## config.mk

```make
export PLATFORM = sky130hd
export DESIGN_NAME = fpu_fflags_stage
export DESIGN_NICKNAME = d
export VERILOG_FILES = /design/src/rtl/fpu_pkg.sv /design/src/rtl/fflags_norm.sv /design/src/rtl/fpu_fflags_stage.sv
export SDC_FILE = /design/constraint.sdc
export NUM_CORES = 1
export LEC_CHECK = 0
export ABC_AREA = 1
export BUFFER_PORTS_ARGS = -buffer_cell sky130_fd_sc_hd__buf_2
export CORE_MARGIN = 2
export CORE_UTILIZATION = 46
export DETAILED_ROUTE_END_ITERATION = 10
export HOLD_SLACK_MARGIN = 0.08
export PLACE_DENSITY_LB_ADDON = 0.3
export SYNTH_ARGS = -nofsm -noshare
export SYNTH_HDL_FRONTEND = slang
export SYNTH_SLANG_ARGS = --single-unit
```

## constraint.sdc

```tcl
create_clock -name clk -period 1.2 [get_ports clk]
set_input_delay 0.18 -clock clk [delete_from_list [all_inputs] [get_ports clk]]
set_output_delay 0.18 -clock clk [all_outputs]
set_load 0.005 [all_outputs]
```

## src/rtl/fpu_pkg.sv

```systemverilog
// Shared constants and types for the FP exception-flag path.
// Flag vectors are packed {NV, DZ, OF, UF, NX}.
package fpu_pkg;

  localparam int FFLAGS_W = 5;
  localparam int NV_B     = 4;
  localparam int DZ_B     = 3;
  localparam int OF_B     = 2;
  localparam int UF_B     = 1;
  localparam int NX_B     = 0;

  typedef enum logic [1:0] {
    CSR_NONE  = 2'b00,
    CSR_WRITE = 2'b01,
    CSR_SET   = 2'b10,
    CSR_CLEAR = 2'b11
  } csr_op_t;

endpackage

```

## src/rtl/fflags_norm.sv

```systemverilog
// M-stage flag normalisation: overflow is always inexact, and an invalid
// operation yields a canonical NaN, which is exact and neither overflows nor underflows.
module fflags_norm
  import fpu_pkg::*;
(
  input  logic                invalid_i,
  input  logic                divzero_i,
  input  logic                overflow_i,
  input  logic                underflow_i,
  input  logic                inexact_i,
  output logic [FFLAGS_W-1:0] flags_o
);

  always_comb begin
    flags_o       = '0;
    flags_o[NV_B] = invalid_i;
    flags_o[DZ_B] = divzero_i;
    flags_o[OF_B] = overflow_i  & ~invalid_i;
    flags_o[UF_B] = underflow_i & ~invalid_i;
    flags_o[NX_B] = (inexact_i | overflow_i) & ~invalid_i;
  end

endmodule

```

## src/rtl/fpu_fflags_stage.sv

```systemverilog
// Memory-to-writeback register for FP exception flags, plus the sticky
// fflags CSR with write/set/clear access and an mstatus.FS dirty pulse.
module fpu_fflags_stage
  import fpu_pkg::*;
(
  input  logic                clk,
  input  logic                reset_n,
  input  logic                stall_w,
  input  logic                flush_w,
  input  logic                fpvalid_m,
  input  logic                invalid_m,
  input  logic                divzero_m,
  input  logic                overflow_m,
  input  logic                underflow_m,
  input  logic                inexact_m,
  input  logic [1:0]          csr_op_w,
  input  logic [FFLAGS_W-1:0] csr_wdata_w,
  output logic [FFLAGS_W-1:0] fflags_o,
  output logic [FFLAGS_W-1:0] flags_w_o,
  output logic                fs_dirty_o
);

  logic [FFLAGS_W-1:0] flags_m;
  logic                valid_w_q;
  logic [FFLAGS_W-1:0] flags_w_q;
  logic [FFLAGS_W-1:0] fflags_q, fflags_d, fflags_csr;
  logic                fs_dirty_q, fs_dirty_d;
  logic                retire_w;
  logic                csr_exec;

  fflags_norm u_norm (
    .invalid_i   (invalid_m),
    .divzero_i   (divzero_m),
    .overflow_i  (overflow_m),
    .underflow_i (underflow_m),
    .inexact_i   (inexact_m),
    .flags_o     (flags_m)
  );

  assign retire_w = valid_w_q & ~stall_w & ~flush_w;
  assign csr_exec = (csr_op_w != CSR_NONE) & ~stall_w & ~flush_w;

  // CSR op first, then retiring flags OR'd on top so a simultaneous write
  // cannot erase the older instruction's exceptions.
  always_comb begin
    fflags_csr = fflags_q;
    if (csr_exec) begin
      case (csr_op_t'(csr_op_w))
        CSR_WRITE: fflags_csr = csr_wdata_w;
        CSR_SET:   fflags_csr = fflags_q | csr_wdata_w;
        CSR_CLEAR: fflags_csr = fflags_q & ~csr_wdata_w;
        default:   fflags_csr = fflags_q;
      endcase
    end
    fflags_d   = fflags_csr | (retire_w ? flags_w_q : '0);
    fs_dirty_d = (fflags_d != fflags_q) | csr_exec;
  end

  always_ff @(posedge clk or negedge reset_n) begin
    if (!reset_n) begin
      valid_w_q  <= 1'b0;
      flags_w_q  <= '0;
      fflags_q   <= '0;
      fs_dirty_q <= 1'b0;
    end else begin
      if (flush_w) begin
        valid_w_q <= 1'b0;
        flags_w_q <= '0;
      end else if (!stall_w) begin
        valid_w_q <= fpvalid_m;
        flags_w_q <= fpvalid_m ? flags_m : '0;
      end
      fflags_q   <= fflags_d;
      fs_dirty_q <= fs_dirty_d;
    end
  end

  assign fflags_o   = fflags_q;
  assign fs_dirty_o = fs_dirty_q;
  assign flags_w_o  = valid_w_q ? flags_w_q : '0;

endmodule
```

# Word level (Yosys, flattened, before mapping)
# Index checks and enable logic that the tools add are counted.
[word_totals] out_inout_bits=11 ff_bits=12 word_cells=35 inputBits=17
[op_classes] n_bitwise=16 n_reduce_logical=1 eq_ne=5 mux=9
[ops] cell="$mux W5" n=6
[ops] cell="$pmux W5 S3" n=1
[ops] cell="$or A5 B5 Y5" n=2
[ops] cell="$and A1 B1 Y1" n=7
[ops] cell="$and A5 B5 Y5" n=1
[ops] cell="$ne A5 B5 Y1" n=1
[ops] cell="$not A5 Y5" n=1
[ops] cell="$eq A2 B2 Y1 const B" n=2
[ops] cell="$not A1 Y1" n=3
[ops] cell="$eq A2 B1 Y1 const B" n=1
[ops] cell="$mux W1" n=2
[ops] cell="$ne A2 B1 Y1 const B" n=1
[ops] cell="$or A1 B1 Y1" n=2
[ops] cell="$reduce_bool A2 Y1" n=1

# Depth between registers and ports, before layout
# Gate-level depths: netlist (run 1).
[logic_depth] word_depth=7 mapped_depth=9 mapped_depth_nobuf=9

# Cells and area by module
# From an unflattened synthesis (run 1), not the netlist that was laid out.
[unflattened] cells_unflattened=113 hier_area_um2=805.8
[by_module_without_submodules] mod="fpu_fflags_stage" n_inst=1 seq_area_each_um2=300.3 cells_per_inst=104 area_per_inst_um2=762.0
[by_module_without_submodules] mod="fflags_norm" n_inst=1 seq_area_each_um2=0.0 cells_per_inst=9 area_per_inst_um2=43.8

# Worst setup path before layout (run 1)
# OpenSTA, ideal clock, no wires.
[synth_path] path_type="register to register" startpoint="register valid_w_q" endpoint="register fs_dirty_q, in the netlist fs_dirty_o" stages_incl_launch_ff=9 t_arrival_ps=850 t_required_ps=1075 setup_time_ps=125 setup_slack_ps=225 path_cell_list="dfrtp_1 > nand2_1 > inv_1 > nand2_1 > o21ai_1 > inv_2 > nand2_1 > nor2_1 > nand3_1"
[synth_between] elab_chain_len=6
[synth_lines] item="from (decl)" line_no="fpu_fflags_stage.sv:24" rtl="logic valid_w_q;"
[synth_lines] item="from (signal assigned)" line_no="fpu_fflags_stage.sv:70" rtl="valid_w_q <= fpvalid_m;"
[synth_lines] item="$and A1 B1 Y1 (2 in a row)" line_no="fpu_fflags_stage.sv:40" rtl="assign retire_w = valid_w_q & ~stall_w & ~flush_w;"
[synth_lines] item="$mux W5" line_no="fpu_fflags_stage.sv:55" rtl="fflags_d = fflags_csr | (retire_w ? flags_w_q : '0);"
[synth_lines] item="$or A5 B5 Y5" line_no="fpu_fflags_stage.sv:55"
[synth_lines] item="$ne A5 B5 Y1" line_no="fpu_fflags_stage.sv:56" rtl="fs_dirty_d = (fflags_d != fflags_q) | csr_exec;"
[synth_lines] item="$or A1 B1 Y1" line_no="fpu_fflags_stage.sv:56"
[synth_lines] item="named net fs_dirty_d" line_no="fpu_fflags_stage.sv:27" rtl="logic fs_dirty_q, fs_dirty_d;"
[synth_lines] item="to (signal assigned)" line_no="fpu_fflags_stage.sv:74" rtl="fs_dirty_q <= fs_dirty_d;"
[synth_lines] item="to (decl)" line_no="fpu_fflags_stage.sv:27"
# The timed path passes the listed nets, and every way through them passes these cells.
# A chain may end at the register's enable or synchronous reset.

# Final worst setup path (run 1)
[layout_path] startpoint="register valid_w_q" endpoint="output flags_w_o[4]"
[layout_between] elab_chain_len=1
[layout_lines] item="$mux W5" line_no="fpu_fflags_stage.sv:80" rtl="assign flags_w_o = valid_w_q ? flags_w_q : '0;"
[layout_lines] item="to (decl)" line_no="fpu_fflags_stage.sv:19" rtl="output logic [FFLAGS_W-1:0] flags_w_o,"
# No other way between the ends.

==> results of run 1 <==
==> layer usage <==
layer,part of all wire,up-vias,wire [um],global-route usage
li1,-,382,-,-
met3,0.074,4,114,0.0250
met4,0.022,0,34,0.109
met1,0.43,349,660,0.202
met5,0,-,0,0
met2,0.48,28,737,0.296
==> flip-flops by register name, indices dropped and copies added, names as in the netlist <==
register / flops
flags_w_q: 5
valid_w_q: 1
fs_dirty_o: 1
fflags_o: 5
==> Yosys cell counts, types with 2 or more instances <==
master / n / area share
nand2_1: 30 / 0.16
inv_1: 15 / 0.079
dfrtp_1: 12 / 0.42
nand3_1: 12 / 0.084
o21ai_0: 7 / 0.049
nor2_1: 5 / 0.026
inv_2: 4 / 0.021
nand2_2: 3 / 0.026
a21oi_1: 2 / 0.014
nand3_2: 2 / 0.028
nand4_1: 2 / 0.017
nor2_4: 2 / 0.031
==> metrics by stage <==
stage	hold WS (ns)	utilization
floorplan	-0.116	-
global placement	0.0703	0.585
detailed placement	0.0679	0.585
CTS	0.140	0.607
global route	0.153	0.607
finish	0.141	0.607
==> cells by family (layout without fill, tap and decap cells) <==
family	count (synthesis)	in the layout	share of synthesized area
AO/OA/AOI/OAI	12	12	0.0909
buffers and inverters	19	50	0.0996
flip-flops	12	12	0.420
AND/OR/NAND/NOR	58	58	0.390
==> cell type report <==
cell class              instances  area (um2)
fillers                       142         586
repair buffers                 28         145
clock buffers                   3        22.5
inverters                      19        71.3
well taps                      16        20.0
multi-input cells              70         344
flip-flops and latches         12         300
==> worst max-delay path by stage <==
stage,startpoint,endpoint,cells past startpoint
detailed placement,flush_w,fs_dirty_o$_DFF_PN0_,9
floorplan,valid_w_q$_DFFE_PN0P_,fs_dirty_o$_DFF_PN0_,8
global placement,flush_w,fs_dirty_o$_DFF_PN0_,9
global route,valid_w_q$_DFFE_PN0P_,fs_dirty_o$_DFF_PN0_,8
finish,valid_w_q$_DFFE_PN0P_,flags_w_o[4],3
CTS,valid_w_q$_DFFE_PN0P_,flags_w_o[4],3
==> power groups by stage <==
| stage | clock (W) | sequential, W | combinational, W |
|---|---|---|---|
| global route | 0.000270 | 0.000489 | 0.000251 |
| floorplan | 0 | 0.000492 | 0.000115 |
| global placement | 0 | 0.000489 | 0.000218 |
| CTS | 0.000244 | 0.000484 | 0.000226 |
| detailed placement | 0 | 0.000491 | 0.000223 |
| finish | 0.000235 | 0.000484 | 0.000222 |
==> what timing repair did <==
action	4_1_cts	5_1_grt
hold buffers	1	0
endpoints found under the setup margin	0	2
gates resized for setup	0	1
endpoints found under the hold margin	12	0
==> critical path, delay by kind of cell, from the launching register on <==
kind	cells	cell delay (ns)
DFF	1	0.44
and+or+nand+nor	1	0.10
buffers and inverters	2	0.15
==> results.sh, run 1 <==
export IMPL_die_y_um=43.4
export IMPL_clkTransAtPathRegs_ns=0.07
export IMPL_placed_area_um2=871
export IMPL_period_minus_slack_ns=1.14
export IMPL_ios=28
export IMPL_vias_per_cell=5.16
export IMPL_dp_slack_ns=0.0322
export IMPL_worstReg2RegStart="valid_w_q$_DFFE_PN0P_"
export IMPL_grt_pass1_vias=637
export IMPL_avgSynthCellArea_um2=7.09
export IMPL_cp_slowest_cell="dfrtp_1"
export IMPL_cts_setup_buffers=0
export IMPL_slew_headroom=0.821
export IMPL_tns_ns=0
export IMPL_routedWlPerCell_um=10.4
export IMPL_power_frac_comb=0.236
export IMPL_dp_cells=144
export IMPL_ir_worst_vdd_mv=0.614
export IMPL_clock_latency_ns=0.26
export IMPL_max_cap_violations=0
export IMPL_syn_cell_area_um2=716
export IMPL_final_area_um2=903
export IMPL_final_cell_mix="nand2_1 (30), buf_2 (27), inv_1 (14), nand3_1 (12), dfrtp_1 (12)"
export IMPL_cts_made_buffers=3
export IMPL_internal_power_w=0.000666
export IMPL_cts_buffer_depth=2
export IMPL_synth_fp_nets=118
export IMPL_run_status="complete, no violations"
export IMPL_grt_pass1_wl_um=2400
export IMPL_synth_edf_count=0
export IMPL_worstPathMaxFanout=6
export IMPL_final_max_slew_viol_count=0
export IMPL_whs_path_depth=3
export IMPL_worstRegToRegCells=8
export IMPL_min_from="divzero_m"
export IMPL_dp_hpwl_um=1270
export IMPL_finalSetupViolations=0
export IMPL_fmax_mhz=880
export IMPL_fin_ws_ns=0.0636
export IMPL_num_rows=14
export IMPL_drt_pass1_iter_count=4
export IMPL_grt_max_degree=13
export IMPL_place_congestion=0.810
export IMPL_seq_power_share=0.514
export IMPL_final_common_cell="nand2_1"
export IMPL_yosysUniqueCellTypes=17
export IMPL_fp_coreArea_um2=1490
export IMPL_power_w=0.000942
export IMPL_fin_crit_sh=0.947
export IMPL_antenna_cells=0
export IMPL_synth_seq_area_share=0.420
export IMPL_grt_usage=0.173
export IMPL_drc=0
export IMPL_power_density_nw_per_um2=1040
export IMPL_p_switching_w=0.000275
export IMPL_cts_tree="built"
export IMPL_syn2layout_area_growth_pct=26.2
export IMPL_fin_cells=148
export IMPL_critPathKind="reg -> out"
export IMPL_clock_sinks=12
export IMPL_htreeDepth=1
export IMPL_clkPwrFrac=0.250
export IMPL_ff2ff_setup_slack_ns=0.07
export IMPL_cp_arrival_ns=0.96
export IMPL_yosysWarnings=0
export IMPL_postRouteAntennaNets=0
export IMPL_worstMarginPinSlew_ns=0.268
export IMPL_skew_ns=0.000737
export IMPL_cellLeakagePower_nw=0.540
export IMPL_drt_iter0_markers=9
export IMPL_min_to="flags_w_q[3]$_DFFE_PN0P_"
export IMPL_overflow=0
export IMPL_synthCells=101
export IMPL_synth_flop_cell="dfrtp_1"
export IMPL_antenna_found_initial=0
export IMPL_cts_root_buf="clkbuf_4"
export IMPL_fin_nets=151
export IMPL_start_util=0.481
export IMPL_cp_end_kind="primary output"
export IMPL_fp_dieW_um=43.4
export IMPL_synth_seq_cells=12
export IMPL_ys_async_sr_fraction=1.00
export IMPL_layout_drive_gt1_share=0.326
export IMPL_switching_share=0.292
export IMPL_io_buffers=27
export IMPL_die_area_um2=1890
export IMPL_r2r_end="fs_dirty_o$_DFF_PN0_"
export IMPL_hold_path_class="in -> reg"
export IMPL_max_stage_delay_ns=0.44
export IMPL_hold_violations=0
export IMPL_vias=763
export IMPL_worst_setup_path_start_kind="flip-flop"
export IMPL_required_ns=1.02
export IMPL_wl_um=1550
export IMPL_worstPathCellList="nand2_1, inv_2, buf_2"
export IMPL_rsz0062_at_grt="true"
(Power assumes the default switching activity.)
==> inputs of run 2 (changes only) <==
Settings changed: CORE_UTILIZATION 46 to 49, CTS_BUF_LIST from default to sky130_fd_sc_hd__clkbuf_8.
==> run 2 against run 1 <==
  * Flip-flop and latch count is the same
  * Register-to-register slack improved by 0.02 ns
  * Clock skew increased by 0.0044 ns
  * Clock-buffer cell count is 1 higher
  * Maximum frequency grew 2.4%
  * First-iteration DRC count up 120%
  * Worst hold slack improved by 0.012 ns
  * Global-route usage rose by 3.1 points
  * Core utilization increased by 9.5 points
  * Final cell count stayed put
  * Critical endpoint is now flags_w_o[2]
==> results.sh, run 2 (synthesis results as in run 1) <==
export IMPL_r2r_end="fs_dirty_o$_DFF_PN0_"
export IMPL_max_stage_delay_ns=0.44
export IMPL_grt_pass1_wl_um=2680
export IMPL_fin_nets=151
export IMPL_io_buffers=27
export IMPL_max_cap_violations=0
export IMPL_vias_per_cell=5.14
export IMPL_worstPathMaxFanout=6
export IMPL_critPathKind="reg -> out"
export IMPL_power_density_nw_per_um2=1230
export IMPL_layout_drive_gt1_share=0.331
export IMPL_num_rows=13
export IMPL_holdWs_ns=0.153
export IMPL_dp_cells=143
export IMPL_grt_pass1_vias=688
export IMPL_worstReg2RegStart="valid_w_q$_DFFE_PN0P_"
export IMPL_worstRegToRegCells=8
export IMPL_hold_violations=0
export IMPL_period_minus_slack_ns=1.11
export IMPL_fmax_mhz=902
export IMPL_cp_num_cells=3
export IMPL_die_area_um2=1780
export IMPL_grt_usage=0.204
export IMPL_place_congestion=0.811
export IMPL_crit_end="flags_w_o[2]"
export IMPL_cts_made_buffers=3
export IMPL_antenna_cells=0
export IMPL_antenna_found_initial=0
export IMPL_overflow=0
export IMPL_htreeDepth=1
export IMPL_worstPathCellList="nand2_1, inv_1, buf_2"
export IMPL_required_ns=1.02
export IMPL_cts_buffer_depth=2
export IMPL_cts_root_buf="clkbuf_8"
export IMPL_skew_ns=0.00514
export IMPL_final_common_cell="nand2_1"
export IMPL_finalSetupViolations=0
export IMPL_drt_pass1_iter_count=4
export IMPL_ir_worst_vdd_mv=0.834
export IMPL_ios=28
export IMPL_multiInputGateArea_um2=344
export IMPL_cellLeakagePower_nw=0.555
export IMPL_drc=0
export IMPL_ff2ff_setup_slack_ns=0.09
export IMPL_switching_share=0.269
export IMPL_critPathLaunch="valid_w_q$_DFFE_PN0P_"
export IMPL_clock_latency_ns=0.25
export IMPL_run_status="complete, no violations"
export IMPL_crit_family="flip-flops"
export IMPL_fin_ws_ns=0.0908
export IMPL_fp_dieW_um=42.2
export IMPL_start_util=0.537
export IMPL_clkPwrFrac=0.386
export IMPL_grt_max_degree=13
export IMPL_final_seq_area_um2=302
export IMPL_cp_arrival_ns=0.93
export IMPL_fin_crit_sh=0.924
export IMPL_routedWlPerCell_um=10.9
export IMPL_cp_slowest_cell="dfrtp_2"
export IMPL_rsz0062_at_grt="false"
export IMPL_internal_power_w=0.000842
export IMPL_vias=760
export IMPL_final_cell_mix="nand2_1 (30), buf_2 (27), inv_1 (15), nand3_1 (12), dfrtp_1 (11)"
export IMPL_syn2layout_area_growth_pct=30.8
export IMPL_cts_setup_buffers=0
export IMPL_hold_path_class="in -> reg"
export IMPL_wl_um=1620
export IMPL_tns_ns=0
export IMPL_drt_iter0_markers=20
export IMPL_path_buf_inv=2
export IMPL_die_y_um=42.2
export IMPL_power_frac_comb=0.193
export IMPL_seq_power_share=0.420
export IMPL_cts_tree="built"
export IMPL_postRouteAntennaNets=0
export IMPL_dp_slack_ns=0.0438
export IMPL_fin_util=0.702
export IMPL_slew_headroom=0.817
export IMPL_fill_cells=119
export IMPL_p_switching_w=0.000309
export IMPL_clock_sinks=12
export IMPL_dp_hpwl_um=1250
export IMPL_fin_cells=148
export IMPL_worst_setup_path_start_kind="flip-flop"
export IMPL_cp_end_kind="primary output"
export IMPL_clkTransAtPathRegs_ns=0.05
export IMPL_worstMarginPinSlew_ns=0.275
export IMPL_fp_coreArea_um2=1330
export IMPL_final_max_slew_viol_count=0
-- run 2: per-stage QoR --
step                area (um2)  power [W]
global placement           870   0.000705
finish                     936    0.00115
global route               936    0.00122
floorplan                  716   0.000606
detailed placement         870   0.000712
CTS                        935    0.00116
-- run 2: how the worst min path moves through the flow --
stage                         start                  endpoint  slack (ns)  cells past startpoint
final                     divzero_m  flags_w_q[3]$_DFFE_PN0P_        0.15                      3
after detailed placement    reset_n     fflags_o[0]$_DFF_PN0_        0.07                      1
after floorplan             reset_n     fflags_o[0]$_DFF_PN0_       -0.12                      0
after CTS                 divzero_m  flags_w_q[3]$_DFFE_PN0P_        0.16                      3
after global placement      reset_n  flags_w_q[0]$_DFFE_PN0P_        0.07                      1
after global routing      divzero_m  flags_w_q[3]$_DFFE_PN0P_        0.19                      3
-- run 2: per-layer routing --
metal | vias to the layer above | part of all wire | GRT usage
met5 | - | 0 | 0
met4 | 0 | 0.049 | 0.163
li1 | 384 | - | -
met3 | 10 | 0.059 | 0.0517
met1 | 334 | 0.41 | 0.207
met2 | 32 | 0.48 | 0.348
-- run 2: power groups by stage --
| stage | logic, W | clock network [W] | registers (W) |
|---|---|---|---|
| 2_1_floorplan | 0.000115 | 0 | 0.000492 |
| 3_3_place_gp | 0.000218 | 0 | 0.000488 |
| 3_5_place_dp | 0.000223 | 0 | 0.000490 |
| 4_1_cts | 0.000227 | 0.000451 | 0.000483 |
| 5_1_grt | 0.000253 | 0.000479 | 0.000489 |
| 6_report | 0.000223 | 0.000445 | 0.000484 |
-- run 2: area by class of cell --
class,instances,share of cell area
multi-input cells,70,0.368
repair buffers,28,0.155
inverters,19,0.0762
well taps,15,0.0201
flip-flops and latches,12,0.322
clock buffers,4,0.0588
-- run 2: repair_timing --
item,CTS,global route
endpoints found under the hold margin,12,0
setup endpoints to repair,0,1
hold buffers,1,0
resized for setup,0,1
-- run 2: tightest hold or removal path, cell delays in order --
cell     delay [ns]
buf_2          0.07
nand3_1        0.06
nand2_1        0.05
